**config.mk**
```make
export PLATFORM = sky130hd
export DESIGN_NAME = sdio_cmd_response_tx
export DESIGN_NICKNAME = d
export VERILOG_FILES = /design/src/rtl/sdio_cmd_response_tx.sv
export SDC_FILE = /design/constraint.sdc
export NUM_CORES = 1
export LEC_CHECK = 0
export ABC_CLOCK_PERIOD_IN_PS = 3500
export BUFFER_PORTS_ARGS = -buffer_cell sky130_fd_sc_hd__buf_2
export CORE_AREA = 10 10 93 95
export DETAILED_ROUTE_END_ITERATION = 8
export DIE_AREA = 0 0 103 105
export PLACE_DENSITY = 0.76
export SKIP_CTS_REPAIR_TIMING = 1
export SLEW_MARGIN = 10
export SYNTH_ARGS = -nofsm -noshare
export SYNTH_HDL_FRONTEND = slang
export SYNTH_SLANG_ARGS = --single-unit
```
**constraint.sdc**
```tcl
create_clock -name clock -period 3.5 [get_ports clock]
set_clock_uncertainty 0.05 [all_clocks]
set_input_delay 0.35 -clock clock [delete_from_list [all_inputs] [get_ports clock]]
set_output_delay 0.35 -clock clock [all_outputs]
set_load 0.03 [all_outputs]
```
**src/rtl/sdio_cmd_response_tx.sv**
```systemverilog
`default_nettype none
// ============================================================================
// Module   : sdio_cmd_response_tx
// Purpose  : Serialises a 38-bit SDIO response payload onto the CMD line as a
//            48-bit card-to-host frame (start, transmission, index, argument,
//            CRC7, end), honouring the Ncr gap and reporting busy status.
// Options  : define SDIO_RESP_PREAMBLE_EN to drive one idle-high cycle with the
//            line enabled immediately before the start bit.
// Revision : 1.0 - initial release
// ============================================================================
module sdio_cmd_response_tx #(
  parameter int NCR_CYCLES  = 2,
  parameter int R4_CRC_ONES = 1
) (
  input  logic        clock,
  input  logic        reset,
  input  logic [37:0] write_data,
  input  logic        write_data_strobe,
  output logic        cmd_out,
  output logic        cmd_oe,
  output logic        send_command_in_progress,
  output logic        response_dropped
);

  typedef enum logic [1:0] {
    S_IDLE     = 2'd0,
    S_WAIT_NCR = 2'd1,
    S_PRE      = 2'd2,
    S_SEND     = 2'd3
  } state_t;

  localparam logic [5:0] c_ncr_load = 6'(NCR_CYCLES - 1);
  localparam logic [5:0] c_start_idx = 6'd47;

  state_t      r_state;
  logic [5:0]  r_wait_cnt;
  logic [5:0]  r_bit_cnt;
  logic [37:0] r_shift;
  logic [6:0]  r_crc;
  logic        r_r4;

  logic [5:0]  w_next_idx;
  logic [2:0]  w_crc_sel;
  logic [6:0]  w_crc_tx;
  logic        w_next_bit;
  logic        w_shift_en;
  logic        w_crc_en;

  // One serial step of CRC7 (x^7 + x^3 + 1).
  function automatic logic [6:0] crc7_step(input logic [6:0] crc, input logic bit_in);
    logic fb;
    fb = bit_in ^ crc[6];
    return {crc[5:0], 1'b0} ^ (fb ? 7'h09 : 7'h00);
  endfunction

  assign w_next_idx = r_bit_cnt - 6'd1;
  assign w_crc_sel  = w_next_idx[2:0] - 3'd1;
  // R4 responses carry an all-ones CRC field instead of a real CRC.
  assign w_crc_tx   = r_r4 ? 7'h7F : r_crc;

  // Select the value of the next frame bit from its position in the frame.
  always_comb begin
    w_next_bit = 1'b1;
    w_shift_en = 1'b0;
    w_crc_en   = 1'b0;
    if (w_next_idx >= 6'd46) begin
      w_next_bit = 1'b0;
      w_crc_en   = 1'b1;
    end else if (w_next_idx >= 6'd8) begin
      w_next_bit = r_shift[37];
      w_shift_en = 1'b1;
      w_crc_en   = 1'b1;
    end else if (w_next_idx >= 6'd1) begin
      w_next_bit = w_crc_tx[w_crc_sel];
    end
  end

  // Response FSM with registered line outputs.
  always_ff @(posedge clock or posedge reset) begin
    if (reset) begin
      r_state                  <= S_IDLE;
      r_wait_cnt               <= 6'd0;
      r_bit_cnt                <= 6'd0;
      r_shift                  <= 38'd0;
      r_crc                    <= 7'd0;
      r_r4                     <= 1'b0;
      cmd_out                  <= 1'b1;
      cmd_oe                   <= 1'b0;
      send_command_in_progress <= 1'b0;
      response_dropped         <= 1'b0;
    end else begin
      // Any strobe outside IDLE (including the return-to-IDLE edge) is lost.
      response_dropped <= write_data_strobe && (r_state != S_IDLE);
      case (r_state)
        S_IDLE: begin
          if (write_data_strobe) begin
            r_shift                  <= write_data;
            r_r4                     <= (R4_CRC_ONES != 0) && (write_data[37:32] == 6'h3F);
            r_crc                    <= 7'd0;
            r_wait_cnt               <= c_ncr_load;
            send_command_in_progress <= 1'b1;
            r_state                  <= S_WAIT_NCR;
          end
        end
        S_WAIT_NCR: begin
          cmd_oe  <= 1'b0;
          cmd_out <= 1'b1;
          if (r_wait_cnt != 6'd0) begin
            r_wait_cnt <= r_wait_cnt - 6'd1;
          end else begin
`ifdef SDIO_RESP_PREAMBLE_EN
            cmd_oe  <= 1'b1;
            r_state <= S_PRE;
`else
            cmd_oe    <= 1'b1;
            cmd_out   <= 1'b0;
            r_bit_cnt <= c_start_idx;
            r_crc     <= crc7_step(r_crc, 1'b0);
            r_state   <= S_SEND;
`endif
          end
        end
`ifdef SDIO_RESP_PREAMBLE_EN
        S_PRE: begin
          cmd_oe    <= 1'b1;
          cmd_out   <= 1'b0;
          r_bit_cnt <= c_start_idx;
          r_crc     <= crc7_step(r_crc, 1'b0);
          r_state   <= S_SEND;
        end
`endif
        S_SEND: begin
          if (r_bit_cnt == 6'd0) begin
            cmd_oe                   <= 1'b0;
            cmd_out                  <= 1'b1;
            send_command_in_progress <= 1'b0;
            r_state                  <= S_IDLE;
          end else begin
            cmd_out   <= w_next_bit;
            r_bit_cnt <= w_next_idx;
            if (w_shift_en) r_shift <= {r_shift[36:0], 1'b0};
            if (w_crc_en)   r_crc   <= crc7_step(r_crc, w_next_bit);
          end
        end
        default: begin
          r_state <= S_IDLE;
        end
      endcase
    end
  end

endmodule
`default_nettype wire

```
Word level (Yosys, flattened, before mapping)
Index checks and enable logic that the tools add are counted.
- add/subtract/negate cells: 3
- bitwise logic cells: 3
- eq/ne operators: 10
- order comparisons: 4
- reductions and logical operators: 17
- muxes and demuxes: 38
- operator list (kind ; count):
    $mux W38 ; 3
    $pmux W38 S2 ; 1
    $mux W7 ; 5
    $mux W6 ; 4
    $pmux W6 S2 ; 2
    $pmux W7 S3 ; 1
    $ne A2 B2 Y1 const B ; 7
    $xor A7 B4 Y7 ; 2
    $mux W1 ; 12
    $reduce_and A3 Y1 ; 4
    $sub A6 B1 Y6 const B ; 2
    $mux W4 ; 2
    $reduce_bool A2 Y1 ; 4
    $eq A6 B6 Y1 const B ; 1
    $ge A6 B1 Y1 const B ; 1
    $ge A6 B4 Y1 const B ; 1
    $ge A6 B6 Y1 const B ; 1
    $logic_not A6 Y1 ; 1
    $mux W2 ; 3
    $pmux W1 S2 ; 3
    $pmux W2 S3 ; 1
    $reduce_bool A6 Y1 ; 1
    $reduce_and A5 Y1 ; 1
    $lt A3 B4 Y1 const B ; 1
    10 further kinds ; 11
- bits of input ports: 41
- logic and storage cells: 85
- register bits after elaboration: 64

Longest topological paths before layout
Gate-level depths: netlist (run 1).
- depth in word-level cells: 13
- depth in mapped cells: 12

Worst setup path before layout (run 1)
Ideal clock, no wire load.
- path kind: reg-to-reg
- start point: reg r_bit_cnt[0]
- end point: reg r_crc[3]
- setup slack: 1.000 ns
- arrival: 2.328 ns
- data required time: 3.328 ns
- cell stages (with the launch flop): 10
- cell sequence: dfrtp_1 -> inv_1 -> ha_1 -> nand2b_2 -> a2111oi_2 -> a211oi_1 -> o211ai_2 -> a22oi_2 -> or3_1 -> a32o_1
- word-level cells in the longest chain between the ends: 13
- elaborated cells on any way between the ends: 22
- those cells by class: 2 x add/sub; 3 x order compare; 2 x eq/ne; 11 x mux; 2 x bitwise; 2 x reduce/logical
- ends and longest elaborated chain (item ; line ; source):
    start: declaration ; 37 ; logic [5:0] r_bit_cnt;
    start signal: assignment ; 117 ; r_bit_cnt <= c_start_idx;
    start signal: assignment ; 140 ; r_bit_cnt <= w_next_idx;
    $sub A6 B1 Y6 ; 56 ; assign w_next_idx = r_bit_cnt - 6'd1;
    $sub A3 B1 Y3 ; 57 ; assign w_crc_sel = w_next_idx[2:0] - 3'd1;
    $bmux W1 S3 ; 74 ; w_next_bit = w_crc_tx[w_crc_sel];
    $mux W1 (not written as such) ; 74 ;
    $mux W1 ; 73 ; end else if (w_next_idx >= 6'd1) begin
    $mux W1 ; 69 ; end else if (w_next_idx >= 6'd8) begin
    $mux W1 ; 66 ; if (w_next_idx >= 6'd46) begin
    $xor A1 B1 Y1 ; 52 ; fb = bit_in ^ crc[6];
    $mux W4 ; 53 ; return {crc[5:0], 1'b0} ^ (fb ? 7'h09 : 7'h00);
    $xor A7 B4 Y7 ; 53 ;
    $mux W7 ; 142 ; if (w_crc_en) r_crc <= crc7_step(r_crc, w_next_bit);
    $mux W7 ; 133 ; if (r_bit_cnt == 6'd0) begin
    $pmux W7 S3 ; 94 ; case (r_state)
    end signal: assignment ; 118 ; r_crc <= crc7_step(r_crc, 1'b0);
    end signal: assignment ; 142 ;
    end: declaration ; 39 ; logic [6:0] r_crc;
Several ways; a longest one is shown, not always the timed one. The select of a mux whose other input is x is not followed.
A chain may end at the register's enable or synchronous reset.

Worst setup path in the final report (run 1)
Same ends and word-level chain as after synthesis.

==> summary.md, run 1 <==
| Metric | Value |
|---|---|
| Switching power summed over all nets | `0.317 mW` |
| Worst-case setup slack after placement | `0.760 ns` |
| Sort of element at the start of the critical path | `flop` |
| Portion of total power attributed to combinational logic | `0.037` |
| Setup WS post-layout | `0.718 ns` |
| Depth of the worst register-to-register path | `9` |
| Via count | `2468` |
| Initial core utilization | `0.488` |
| Number of antenna violations at the first check in global routing | `0` |
| Die Height | `105 um` |
| EDFF count, synth | `0` |
| First-pass GRT wire length | `11600 um` |
| Leakage power summed over all cells | `2.00 nW` |
| Proportion of power drawn by the clock network | `0.471` |
| Violation count after the first detailed-route iteration | `112` |
| Compound-Gate Fraction of Synth Area | `0.160` |
| Areal power density over the cells | `397 nW/um^2` |
| Minimum hold slack | `0.227 ns` |
| Post-synthesis instance area | `3300 um^2` |
| Setup violation total in the final timing report | `0` |
| Vias in the first global route | `2436` |
| Worst-Skew Late Latency | `0.34 ns` |
| Grt total ovfl | `0` |
| Number of warnings printed during yosys synthesis | `0` |
| Slew Viols, Final | `0` |
| Ant diodes | `0` |
| Post-synthesis sequential area ratio | `0.486` |
| H-tree Lvls | `3` |
| Most common cell after layout, fill and taps aside | `sky130_fd_sc_hd__dfrtp_1` |
| Unrepaired setup endpoints after global routing | `false` |
| Placed cell areas | `3550 um^2` |
| Worst Hold Depth | `3` |
| Dominant combinational cell family by area after synthesis | `compound AO/OA/AOI/OAI gates` |
| Post-Synthesis Mean Instance Area | `10.0 um^2` |
| DR WL met2 | `3010 um` |
| Share of synthesized registers carrying an async set or reset | `1.00` |
| Fraction of synthesized cell area taken by the top area cell type | `0.478` |
| Max Freq | `359 MHz` |
| Part of the power in registers | `0.493` |
| Post-synthesis cell count | `329` |
| Residual antenna-violating net count after detailed routing | `0` |
| Area leader, netlist | `sky130_fd_sc_hd__dfrtp_1` |
| Flop and latch count out of synthesis | `64` |
| Final hold viol count | `0` |
| Number of distinct library cells after synthesis | `47` |
| Avg WL per Cell | `14.9 um` |
| Num Clock Sinks | `64` |
| Hold WC Path Type | `in -> reg` |
| Number of maximum-capacitance violations | `0` |
| Internal Pwr Total | `1.18 mW` |
| Met3 WL | `536 um` |
| Proportion of total power due to net switching | `0.211` |
| Global Route Usage Sum | `0.130` |
| Clock buffers created by TritonCTS | `9` |
| Dpl hpwl | `4830 um` |
| Fraction of final layout cells sized beyond drive strength 1 | `0.193` |
| Post-Synth Adder-Cell Area | `0.0303` |
| Final TNS setup | `0 ns` |
| Final Instance Area | `3780 um^2` |
| Met1 wire length | `3180 um` |
| Clock tree root driver cell | `sky130_fd_sc_hd__clkbuf_8` |
| # nets final | `418` |
| Required time reported for the critical path endpoint | `3.67 ns` |
| Width of the chip | `103 um` |
| Num rows | `30` |
| Mux contribution to synthesized area | `0.132` |
| Post-synth top flop | `sky130_fd_sc_hd__dfrtp_1` |
| Commonest non-fill, non-tap cells in the layout | `sky130_fd_sc_hd__dfrtp_1 (63), sky130_fd_sc_hd__nor2_1 (50), sky130_fd_sc_hd__buf_2 (44)` |
| Clock slew at the register clock pins of the worst setup and hold paths | `0.07 ns` |
| Crit Path Category | `reg -> reg` |
| Peak ir drop on the vdd network | `0.000195 V` |
| Growth of design area from synthesis to finish | `14.6%` |
| Measured slew at the worst slew-check pin | `0.573 ns` |
| Post-route fraction of the period consumed by the critical path | `0.795` |
| Number of top-level design ports | `45` |
| Deepest clock path buffer count | `2` |
| Largest net degree at the start of global routing | `76` |
| Buffers on Ports | `44` |
| XOR/XNOR Fraction of Synth Area | `0.0186` |
| CTS tree | `done` |
| CP Max Fanout | `6` |
| First drt pass iteration count | `4` |
| Post-layout power | `1.50 mW` |
| Slew Limit Headroom | `0.618` |
| Post-synthesis share of cell area spent on and, or, nand and nor gates | `0.126` |
| Synth area leaders | `sky130_fd_sc_hd__dfrtp_1 (48%), sky130_fd_sc_hd__mux2i_1 (12%), sky130_fd_sc_hd__a21oi_1 (6.4%)` |
| Critical Path Sink Type | `flop` |
| Critical Path AT | `2.95 ns` |
| Placer congestion estimate | `0.880` |
| DRC violation count after routing | `0` |
| Final min period | `2.78 ns` |
| WL final | `6770 um` |
| DR vias/cell | `5.44` |
| Die area | `10800 um^2` |
| Final-layout fill cell count | `560` |
| Status | `complete, no violations` |
| Synthesized Nets | `378` |
| Core box area | `6760 um^2` |
| Max Used Layer | `met4` |
## registers in the layout (all words and copies together), names as in the netlist
register / flops
cmd_oe: 1
cmd_out: 1
r_bit_cnt: 6
r_crc: 7
r_r4: 1
r_shift: 38
r_state: 2
r_wait_cnt: 6
response_dropped: 1
send_command_in_progress: 1
## cells in the mapped netlist, drive strengths merged, types with 2 or more instances
cell type	count
dfrtp	63
nor2	50
a21oi	42
mux2i	40
nand2	18
o21ai	18
buf	11
inv	10
clkbuf	8
ha	8
a22o	5
nand3	5
nor2b	4
nor3	4
o21a	4
xnor2	4
nor4	3
or3	3
xor2	3
a211oi	2
a22oi	2
a32o	2
nand2b	2
o211ai	2
## worst paths after layout
check                           slack, ns                     start                  endpoint
worst max-delay path                 0.72              r_bit_cnt[0]                  r_crc[3]
worst min-delay path                 0.23            write_data[35]                      r_r4
min in group asynchronous            0.48                     reset               r_shift[25]
worst max register to register       0.72              r_bit_cnt[0]                  r_crc[3]
max in group asynchronous            2.01                     reset                   cmd_out
worst min register to register       0.45  send_command_in_progress  send_command_in_progress
## cells by family (layout without fill, tap and decap cells)
family	count (synthesis)	count (layout)
and+or+nand+nor	94	94
AOI/OAI and AO/OA	85	85
DFF	64	64
muxes	42	42
buffers and inverters	29	74
adders and majority gates	8	8
xor gates and xnor gates	7	7
## power by group through the flow
stage | Sequential (mW) | Combinational (mW) | Clock, mW
3_5_place_dp | 0.754 | 0.0557 | 0
2_1_floorplan | 0.755 | 0.0235 | 0
6_report | 0.740 | 0.0549 | 0.707
5_1_grt | 0.739 | 0.0639 | 0.754
4_1_cts | 0.740 | 0.0560 | 0.725
3_3_place_gp | 0.754 | 0.0556 | 0
## layout make-up
class | count | area [um^2] | area share
sequential | 64 | 1600 | 0.424
multi-input combinational | 236 | 1550 | 0.411
timing repair buffer | 48 | 265 | 0.0702
clock buffer | 11 | 141 | 0.0374
tap | 80 | 100 | 0.0265
clock inverter | 5 | 80.1 | 0.0212
inverter | 10 | 37.5 | 0.00993
## metrics by stage
| stage | utilization | std cells |
|---|---|---|
| finish | 0.559 | 454 |
| global route | 0.559 | 454 |
| CTS | 0.558 | 453 |
| detailed placement | 0.525 | 437 |
| global placement | 0.525 | 437 |
| floorplan | - | 329 |
## worst max-delay path: stages, from the launching register on
cell and delay [ns]:
sky130_fd_sc_hd__dfrtp_1 0.43, sky130_fd_sc_hd__inv_1 0.15, sky130_fd_sc_hd__ha_1 0.42, sky130_fd_sc_hd__nand2b_2 0.11, sky130_fd_sc_hd__a2111oi_2 0.36, sky130_fd_sc_hd__a211oi_1 0.10, sky130_fd_sc_hd__o211ai_2 0.27, sky130_fd_sc_hd__a22oi_2 0.15
sky130_fd_sc_hd__or3_1 0.37, sky130_fd_sc_hd__a32o_1 0.26
## per-layer routing
| metal | global-route usage | vias to the layer above |
|---|---|---|
| met4 | 0.0388 | 0 |
| met3 | 0.0553 | 6 |
| li1 | - | 1240 |
| met5 | 0 | - |
| met1 | 0.175 | 1146 |
| met2 | 0.182 | 76 |
(Power assumes the default switching activity.)
==> run 2: changes to the inputs <==
- ABC_CLOCK_PERIOD_IN_PS: 3500 -> 2250
- PLACE_DENSITY: 0.76 -> 0.79
- clock period: 3.5 -> 2.25 ns (I/O delays scaled with it)
==> run 2 against run 1 <==
The flow now finishes with violations (setup timing). Worst hold slack worse by 0.13 ns. Cell count increased by 9.0%. Register-to-register slack worse by 0.97 ns. Total power up 41%. Via count rose by 11%. Sequential share of layout area is 5.9 points lower. First-iteration DRC count up 36%. Fmax increased by 11%. Critical path depth is 4 higher. Clock-buffer cell count shrank 1.
==> summary.md, run 2 (synthesis results as in run 1) <==
| Metric | Value |
|---|---|
| Status | `finished with violations` |
| Violated checks | `setup timing` |
| Worst-Skew Late Latency | `0.34 ns` |
| Worst Hold Depth | `3` |
| Commonest non-fill, non-tap cells in the layout | `sky130_fd_sc_hd__dfrtp_1 (61), sky130_fd_sc_hd__buf_2 (44), sky130_fd_sc_hd__mux2i_1 (40)` |
| Largest register FFs | `38` |
| Areal power density over the cells | `481 nW/um^2` |
| Placed cell areas | `3850 um^2` |
| Max Freq | `399 MHz` |
| Hold WC Path Type | `in -> reg` |
| DR vias/cell | `5.54` |
| Crit Path Category | `reg -> reg` |
| Placed cells | `464` |
| Clock tree root driver cell | `sky130_fd_sc_hd__clkbuf_8` |
| Initial core utilization | `0.488` |
| CP Max Fanout | `6` |
| CTS tree | `done` |
| Largest net degree at the start of global routing | `38` |
| Num rows | `30` |
| Total area of sequential cells | `1610 um^2` |
| Violation count after the first detailed-route iteration | `152` |
| Most common cell after layout, fill and taps aside | `sky130_fd_sc_hd__dfrtp_1` |
| Grt total ovfl | `0` |
| Register bank with the most flops | `r_shift` |
| Dpl hpwl | `5540 um` |
| Growth of design area from synthesis to finish | `33.4%` |
| Depth of the worst register-to-register path | `13` |
| Leakage power summed over all cells | `2.25 nW` |
| Critical Path AT | `2.73 ns` |
| Number of maximum-capacitance violations | `0` |
| Hold path startpoint | `write_data[36]` |
| Die area | `10800 um^2` |
| Avg WL per Cell | `16.8 um` |
| Critical Path Sink Type | `flop` |
| Die Height | `105 um` |
| Launch instance of the worst register-to-register path | `r_bit_cnt[0]` |
| Unrepaired setup endpoints after global routing | `true` |
| Setup WS post-layout | `-0.256 ns` |
| Fraction of final layout cells sized beyond drive strength 1 | `0.383` |
| Measured slew at the worst slew-check pin | `0.641 ns` |
| Number of top-level design ports | `45` |
| Sort of element at the start of the critical path | `flop` |
| Non-Filler Instances | `495` |
| Residual antenna-violating net count after detailed routing | `0` |
| Post-route fraction of the period consumed by the critical path | `1.11` |
| Setup violation total in the final timing report | `40` |
| Clock buffers created by TritonCTS | `9` |
| WL final | `8300 um` |
| Buffers on Ports | `44` |
| Final hold viol count | `0` |
| Final-layout fill cell count | `496` |
| Ant diodes | `0` |
| Global Route Usage Sum | `0.147` |
| Width of the chip | `103 um` |
| H-tree Lvls | `3` |
| Number of antenna violations at the first check in global routing | `0` |
| Required time reported for the critical path endpoint | `2.47 ns` |
| Via count | `2742` |
| Slew Viols, Final | `0` |
| Clock slew at the register clock pins of the worst setup and hold paths | `0.08 ns` |
| # nets final | `459` |
| Slew Limit Headroom | `0.572` |
| First drt pass iteration count | `4` |
| Area of the multi-input gates | `1790 um^2` |
| Deepest clock path buffer count | `2` |
| Final min period | `2.51 ns` |
| First-pass GRT wire length | `13000 um` |
| DRC violation count after routing | `0` |
| Vias in the first global route | `2798` |
| Core box area | `6760 um^2` |
| Biggest registers after layout | `r_shift x38, r_crc x7` |
| Final Instance Area | `4400 um^2` |
| Placer congestion estimate | `0.888` |
| Num Clock Sinks | `64` |
| Peak ir drop on the vdd network | `0.000384 V` |
| Start point of the critical path | `r_bit_cnt[0]` |
-- run 2: cell count changes in the layout (fill, tap and decap cells not counted), moves of 3 or more --
| cell | previous run | this run |
|---|---|---|
| sky130_fd_sc_hd__buf_4 | 2 | 34 |
| sky130_fd_sc_hd__nor2_4 | 0 | 6 |
| sky130_fd_sc_hd__a21oi_2 | 0 | 16 |
| sky130_fd_sc_hd__ha_4 | 0 | 4 |
| sky130_fd_sc_hd__nor2_1 | 50 | 36 |
| sky130_fd_sc_hd__buf_12 | 1 | 4 |
| sky130_fd_sc_hd__ha_1 | 8 | 4 |
| sky130_fd_sc_hd__nor2_2 | 0 | 8 |
| sky130_fd_sc_hd__clkbuf_16 | 0 | 4 |
| sky130_fd_sc_hd__a21oi_1 | 42 | 26 |
-- run 2: final timing paths --
kind / endpoint / slack (ns)
min: r_r4 / 0.1
max reg2reg: r_shift[32] / -0.26
max in group asynchronous: r_bit_cnt[0] / 1.06
min in group asynchronous: r_shift[14] / 0.46
min reg2reg: send_command_in_progress / 0.46
max: r_shift[32] / -0.26
-- run 2: where the power goes --
| group | switching, mW | leakage [nW] | internal (mW) |
|---|---|---|---|
| Combinational | 0.0529 | 1.31 | 0.0422 |
| Clock | 0.466 | 0.0866 | 0.403 |
| Sequential | 0.000181 | 0.849 | 1.15 |
-- run 2: worst max-delay path: stages (launching register included) --
cell and delay [ns]:
sky130_fd_sc_hd__dfrtp_2 0.43, sky130_fd_sc_hd__inv_4 0.07, sky130_fd_sc_hd__ha_4 0.28, sky130_fd_sc_hd__nand2b_4 0.06, sky130_fd_sc_hd__buf_4 0.13, sky130_fd_sc_hd__a311oi_1 0.31, sky130_fd_sc_hd__o21ai_1 0.13, sky130_fd_sc_hd__o211ai_2 0.11
sky130_fd_sc_hd__buf_4 0.16, sky130_fd_sc_hd__a2bb2oi_4 0.21, sky130_fd_sc_hd__buf_6 0.18, sky130_fd_sc_hd__clkbuf_16 0.18, sky130_fd_sc_hd__nor2_4 0.03, sky130_fd_sc_hd__a21oi_2 0.09
-- run 2: per-stage QoR --
step	power [mW]	setup WS (ns)	util	setup TNS (ns)	hold slack [ns]
floorplan	1.21	-0.0404	-	-0.0404	0.297
global placement	1.26	-0.0679	0.571	-2.18	0.291
detailed placement	1.26	-0.169	0.571	-4.76	0.298
CTS	2.14	-0.191	0.596	-5.24	-0.0900
global route	2.21	-0.360	0.651	-12.23	0.0940
finish	2.11	-0.256	0.651	-8.48	0.0986
-- run 2: final cells by class --
type / count / area share
Multi-Input combinational cell: 236 / 0.407
Sequential cell: 64 / 0.365
Timing Repair Buffer: 89 / 0.156
Clock buffer: 10 / 0.0290
Tap cell: 80 / 0.0227
Clock inverter: 6 / 0.00995
Inverter: 10 / 0.00967
-- run 2: routing by layer --
metal | vias up | global-route usage | share of wire
li1 | 1322 | - | -
met1 | 1340 | 0.186 | 0.44
met2 | 68 | 0.229 | 0.49
met3 | 12 | 0.0514 | 0.058
met4 | 0 | 0.0477 | 0.0088
met5 | - | 0 | 0
